[config.mk]
export PLATFORM = sky130hd
export DESIGN_NAME = alu_uart_interface
export DESIGN_NICKNAME = d
export VERILOG_FILES = /design/src/rtl/alu_pkg.sv /design/src/rtl/alu_uart_interface.sv
export SDC_FILE = /design/constraint.sdc
export NUM_CORES = 1
export LEC_CHECK = 0
export BUFFER_PORTS_ARGS = -buffer_cell sky130_fd_sc_hd__buf_4
export CAP_MARGIN = 15
export CORE_MARGIN = 2
export CORE_UTILIZATION = 50
export CTS_CLUSTER_SIZE = 25
export DETAILED_ROUTE_END_ITERATION = 16
export PLACE_DENSITY = 0.89
export SETUP_SLACK_MARGIN = 0.02
export SYNTH_ARGS = -nofsm -noshare
export SYNTH_HDL_FRONTEND = slang
export SYNTH_SLANG_ARGS = --single-unit
[constraint.sdc]
create_clock -name i_clock -period 4.5 [get_ports i_clock]
set_input_delay 0.675 -clock i_clock [delete_from_list [all_inputs] [get_ports i_clock]]
set_output_delay 0.675 -clock i_clock [all_outputs]
set_load 0.05 [all_outputs]
[src/rtl/alu_pkg.sv]
// alu_pkg: opcodes, opcode support check and sequencer state encoding shared with alu
package alu_pkg;
  localparam logic [5:0] OP_ADD = 6'd32;
  localparam logic [5:0] OP_SUB = 6'd34;
  localparam logic [5:0] OP_AND = 6'd36;
  localparam logic [5:0] OP_OR  = 6'd37;
  localparam logic [5:0] OP_XOR = 6'd38;
  localparam logic [5:0] OP_SRA = 6'd3;
  localparam logic [5:0] OP_SRL = 6'd4;
  localparam logic [5:0] OP_NOR = 6'd39;
  typedef enum logic [2:0] {WAIT_A, WAIT_B, WAIT_OP, SEND, WAIT_TX} state_t;
  function automatic logic is_supported_op(input logic [5:0] op);
    return op inside {OP_ADD, OP_SUB, OP_AND, OP_OR, OP_XOR, OP_SRA, OP_SRL, OP_NOR};
  endfunction
endpackage

[src/rtl/alu_uart_interface.sv]
// alu_uart_interface: gathers A, B, opcode from the UART receiver, feeds the alu, sends its result back
module alu_uart_interface
  import alu_pkg::*;
#(
  parameter int NB_DATA = 8,
  parameter int NB_OP   = 6
) (
  input  logic               i_clock,
  input  logic               i_reset,
  input  logic [NB_DATA-1:0] i_rx_data,
  input  logic               i_rx_done,
  input  logic [NB_DATA-1:0] i_alu_result,
  input  logic               i_tx_done,
  output logic [NB_DATA-1:0] o_dato_a,
  output logic [NB_DATA-1:0] o_dato_b,
  output logic [NB_OP-1:0]   o_operation,
  output logic [NB_DATA-1:0] o_tx_data,
  output logic               o_tx_start,
  output logic               o_busy
);
  state_t state, state_n;
  logic [NB_DATA-1:0] a_n, b_n, tx_n;
  logic [NB_OP-1:0] op, op_n;
  assign op = i_rx_data[NB_OP-1:0];
  assign o_busy = (state == SEND) || (state == WAIT_TX);
  always_ff @(posedge i_clock) begin
    if (i_reset) begin
      state       <= WAIT_A;
      o_dato_a    <= '0;
      o_dato_b    <= '0;
      o_operation <= '0;
      o_tx_data   <= '0;
      o_tx_start  <= 1'b0;
    end else begin
      state       <= state_n;
      o_dato_a    <= a_n;
      o_dato_b    <= b_n;
      o_operation <= op_n;
      o_tx_data   <= tx_n;
      o_tx_start  <= state == SEND;
    end
  end
  always_comb begin
    state_n = state;
    a_n     = o_dato_a;
    b_n     = o_dato_b;
    op_n    = o_operation;
    tx_n    = o_tx_data;
    case (state)
      WAIT_A: if (i_rx_done) begin
        a_n     = i_rx_data;
        state_n = WAIT_B;
      end
      WAIT_B: if (i_rx_done) begin
        b_n     = i_rx_data;
        state_n = WAIT_OP;
      end
      // unsupported opcodes are dropped without leaving WAIT_OP
      WAIT_OP: if (i_rx_done && is_supported_op(op)) begin
        op_n    = op;
        state_n = SEND;
      end
      SEND: begin
        tx_n    = i_alu_result;
        state_n = WAIT_TX;
      end
      WAIT_TX: state_n = i_tx_done ? WAIT_A : WAIT_TX;
      default: state_n = WAIT_A;
    endcase
  end
endmodule
## Word-level counts from Yosys, hierarchy flattened

Cells that the tools add are included.

- Bits in read-only memories: 0
- Bits in registers: 34
- Word-level logic and storage cells: 34
- Memories kept: 0
- Output and inout bits: 32
- Bits in latches: 0
- RAM bits: 0
- Input port bits: 20

- Multipliers: 0
- Mux-type cells: 5
- Divide/modulo/power cells: 0
- Order comparisons: 0
- Equality and inequality tests: 15
- Shifts and indexed selects: 0
- Bitwise operators: 0
- Reduce and logical (&&, ||, !) cells: 8
- Add/sub/neg operators: 0

Operators with widths:

| cell | count |
|---|---|
| $eq 6x6->1 const B | 6 |
| $pmux 3 s5 | 1 |
| $mux 3 | 4 |
| $reduce_bool 8->1 | 1 |
| $eq 3x2->1 const B | 2 |
| $eq 6x2->1 const B | 1 |
| $eq 6x3->1 const B | 1 |
| $ne 2x2->1 const B | 3 |
| $reduce_and 2->1 | 3 |
| $eq 3x1->1 const B | 1 |
| $eq 3x3->1 const B | 1 |
| $logic_not 3->1 | 1 |
| $reduce_and 3->1 | 1 |
| $logic_and 1x1->1 | 1 |
| $logic_or 1x1->1 | 1 |

## Longest topological paths before layout

- Depth in word-level cells: 5
- Mapped depth: 7
- Mapped depth without buffers: 4

## Worst setup path before layout

No wires, ideal clock.

- Path type: reg2out
- Start point: register state[0]
- End point: output port o_busy
- Path slack: 2.329 ns
- Data arrival time: 1.496 ns
- Path buffers: 3
- Required time: 3.825 ns
- Stages on the path, launching flop included: 7
- Cell sequence: dfxtp_1 -> buf_2 -> nor2b_1 -> clkbuf_1 -> nand2_1 -> buf_2 -> nand2_1

- Word-level cells in the longest chain between the ends: 2
- Elaborated cells between the ends (all ways): 3
- Classes of those cells: eq/ne (2); reduce/logical (1)

RTL lines:

| element | line | text |
|---|---|---|
| start, declared | alu_uart_interface.sv:21 | `state_t state, state_n;` |
| start signal, assigned | alu_uart_interface.sv:35 | `state <= state_n;` |
| $eq 3x2->1 / $eq 3x3->1 (equally long branches) | alu_uart_interface.sv:25 | `assign o_busy = (state == SEND) \|\| (state == WAIT_TX);` |
| $logic_or 1x1->1 (*) | alu_uart_interface.sv:25 |  |
| end, declared | alu_uart_interface.sv:19 | `output logic o_busy` |

Mark *: on every way between the ends. The rest lies on a longest branch, timed or not.

## Worst setup path after layout

Ends and elaborated chain as after synthesis.

==> out/results.ini <==
[clocking]
post-cts-setup-buffer-count = 0
hold_buffers = 0
clock_latency_ns = 0.33
tritoncts = done
root_buffer = clkbuf_4
h-tree-depth = 2
cts_resized = 0
cts_sinks = 34
cts.clk_slew.worst_paths_ns = 0.10
cts_inserted_buffers = 5
cts_buffer_depth = 2

[setup_path]
cp_cell_sequence = nor2b_1 > nand2_1 > nand2_1 > buf_4
crit_required_ns = 3.83
cp_common_cell = nand2_1
cp-start-kind = register
end_kind = output port
slowest_stage = nor2b_1
regToRegSetupSlack_ns = 2.58
critPathKind = reg2out
path_max_fanout = 11
cpPeakStageDelay_ns = 0.61
critPathArrivalTime_ns = 2.17

[die]
die_w_um = 55.2
io_pins = 52
die_y_um = 55.2
start_util = 0.528
coreArea_sq_um = 2480
die-area_sq_um = 3040
row_count = 18

[grt]
track_usage = 0.228
use_met3 = 0.0887
globalRouteOverflowTotal = 0
gr-usage-met2 = 0.381
grt_pass1_vias = 1101
grt_util_met1 = 0.253
grt_pass1_wl_mm = 4.71
busiest_layer = met2
grt_max_degree = 39
antenna_found_initial = 0

[timing]
hold_viol = 0
setup_viol = 0
tightest_slew_ns = 0.775
whs_ns = 0.462
period_needed_ns = 2.85
rsz0062_at_grt = false
tns_ns = 0
period_share = 0.632
slew_headroom = 0.482
slew_viol_final = 0
skew_ns = 0.00811
max_clock_freq_ghz = 0.351
fin_ws_ns = 1.65

[synthesis]
yosysWarnings = 0
yosys.cell_types.count = 21
syn_area_per_cell_sq_um = 8.39
synth.cells.most_frequent = nand2_1 (45), dfxtp_1 (34), a21oi_1 (24)
async_flop_share = 0
synthAdderAreaFrac = 0
synth_seq_area_share = 0.520
synth_nets = 176
yosys.area.top_type_share = 0.520
synth.most_common_cell = nand2_1
synth_mux_area_frac = 0.0382
synth_area_leader_cell = dfxtp_1
synth_compound_area_frac = 0.123
ys_ff_latch = 34
synth_top_family_by_area = simple AND/OR/NAND/NOR gates
synth_xor_area_frac = 0
yosys-top-cells-area = dfxtp_1 (52%), nand2_1 (13%), a21oi_1 (9.2%)
yosys.area_share.simple = 0.288
ys_dominant_reg_cell = dfxtp_1
netlist_area_sq_um = 1310
synth_edf_count = 0
netlist_instances = 156

[drt]
routed_wl_mm = 2.99
drt_pre_antenna_iters = 4
vias = 1244
initialDrtViolationCount = 24
wl_per_cell_um = 12.7
vias_per_cell = 5.29
ant_nets = 0
drc = 0

[run]
drv_cap = 0

[layout]
stdcell_area_sq_um = 1750
area_growth_pct = 33.7
diodes = 0
nets = 224
drive_gt1_frac = 0.293
fill_cells = 212

[placed_design]
globalplace.congestion = 0.740
port-buffer-count = 51
dpl_cell_area_sq_um = 1690
dp_slack_ns = 2.04
dpl.hpwl_mm = 2.21

[status]
status = finished clean

[power_and_ir_drop]
irDropWorstVdd_mv = 0.302
power.density_nw_per_um2 = 345
power_leakage_uw = 0.000728

[worst_hold_path]
hold_class = reg2reg

==> where the power goes <==
part	leakage (uW)	switching [uW]	internal (uW)
logic	0.000417	72.4	37.4
registers	0.000276	10.2	313
clock network	0.0000353	95.6	75.7
total	0.000728	178	426
==> flip-flops by register name, indices dropped and copies added (netlist names) <==
register	cells
o_tx_data	8
o_operation	6
state	3
o_dato_a	8
o_dato_b	8
o_tx_start	1
==> cell usage in the layout (no fill, tap or decap) <==
master	netlist	final
and2_1	1	1
nand2b_1	9	9
clkbuf_4	0	5
nor2b_1	3	3
o21a_1	1	1
mux2i_1	5	5
nor4b_2	1	1
nor3b_1	2	2
clkbuf_1	8	1
nand3_1	8	8
a21oi_1	24	24
nand3b_1	1	1
nor2_1	6	6
a211oi_1	1	1
a2111o_1	1	1
nor4_4	1	1
clkinv_2	0	1
dfxtp_1	34	34
o21ai_0	1	1
buf_4	0	51
nand2_1	45	45
nor3_1	1	1
o311a_1	1	1
clkbuf_8	0	1
==> cell families after synthesis <==
family / count (synthesis)
AO/OA/AOI/OAI: 29
buffers and inverters: 10
flip-flops: 34
multiplexers: 5
AND/OR/NAND/NOR: 78
==> path summary, 6_finish.rpt <==
path                                          startpoint                     endpoint  depth (start not counted)
worst min register to register  o_dato_b[2]$_SDFFE_PP0P_     o_dato_b[2]$_SDFFE_PP0P_                          2
worst max register to register     state[1]$_SDFFE_PP0P_  o_operation[1]$_SDFFE_PP0P_                          4
worst min-delay path            o_dato_b[2]$_SDFFE_PP0P_     o_dato_b[2]$_SDFFE_PP0P_                          2
worst max-delay path               state[0]$_SDFFE_PP0P_                       o_busy                          4
==> routing by layer <==
layer / vias up / wire length, um
met2: 52 / 1430
met4: 0 / 65
met1: 571 / 1250
li1: 614 / -
met3: 7 / 240
met5: - / 0
==> through the flow <==
step | utilization | instances | power (uW)
floorplan | - | 156 | 400
global placement | 0.682 | 227 | 436
detailed placement | 0.682 | 227 | 440
CTS | 0.706 | 235 | 610
global route | 0.706 | 235 | 636
finish | 0.706 | 235 | 604
==> final cells by class <==
| class | count | area [sq um] | share of cell area |
|---|---|---|---|
| Clock buffer | 7 | 55.1 | 0.0315 |
| Clock inverter | 1 | 5.00 | 0.00286 |
| Multi-Input combinational cell | 112 | 588 | 0.336 |
| Sequential cell | 34 | 681 | 0.389 |
| Tap cell | 30 | 37.5 | 0.0215 |
| Timing Repair Buffer | 51 | 383 | 0.219 |
==> critical path, delay by kind of cell, from the launching register on <==
| kind | cells | cell delay (ns) |
|---|---|---|
| buf+inv | 1 | 0.20 |
| flops | 1 | 0.51 |
| simple gates | 3 | 1.13 |
Note: power is estimated with default switching activity, not from simulation.
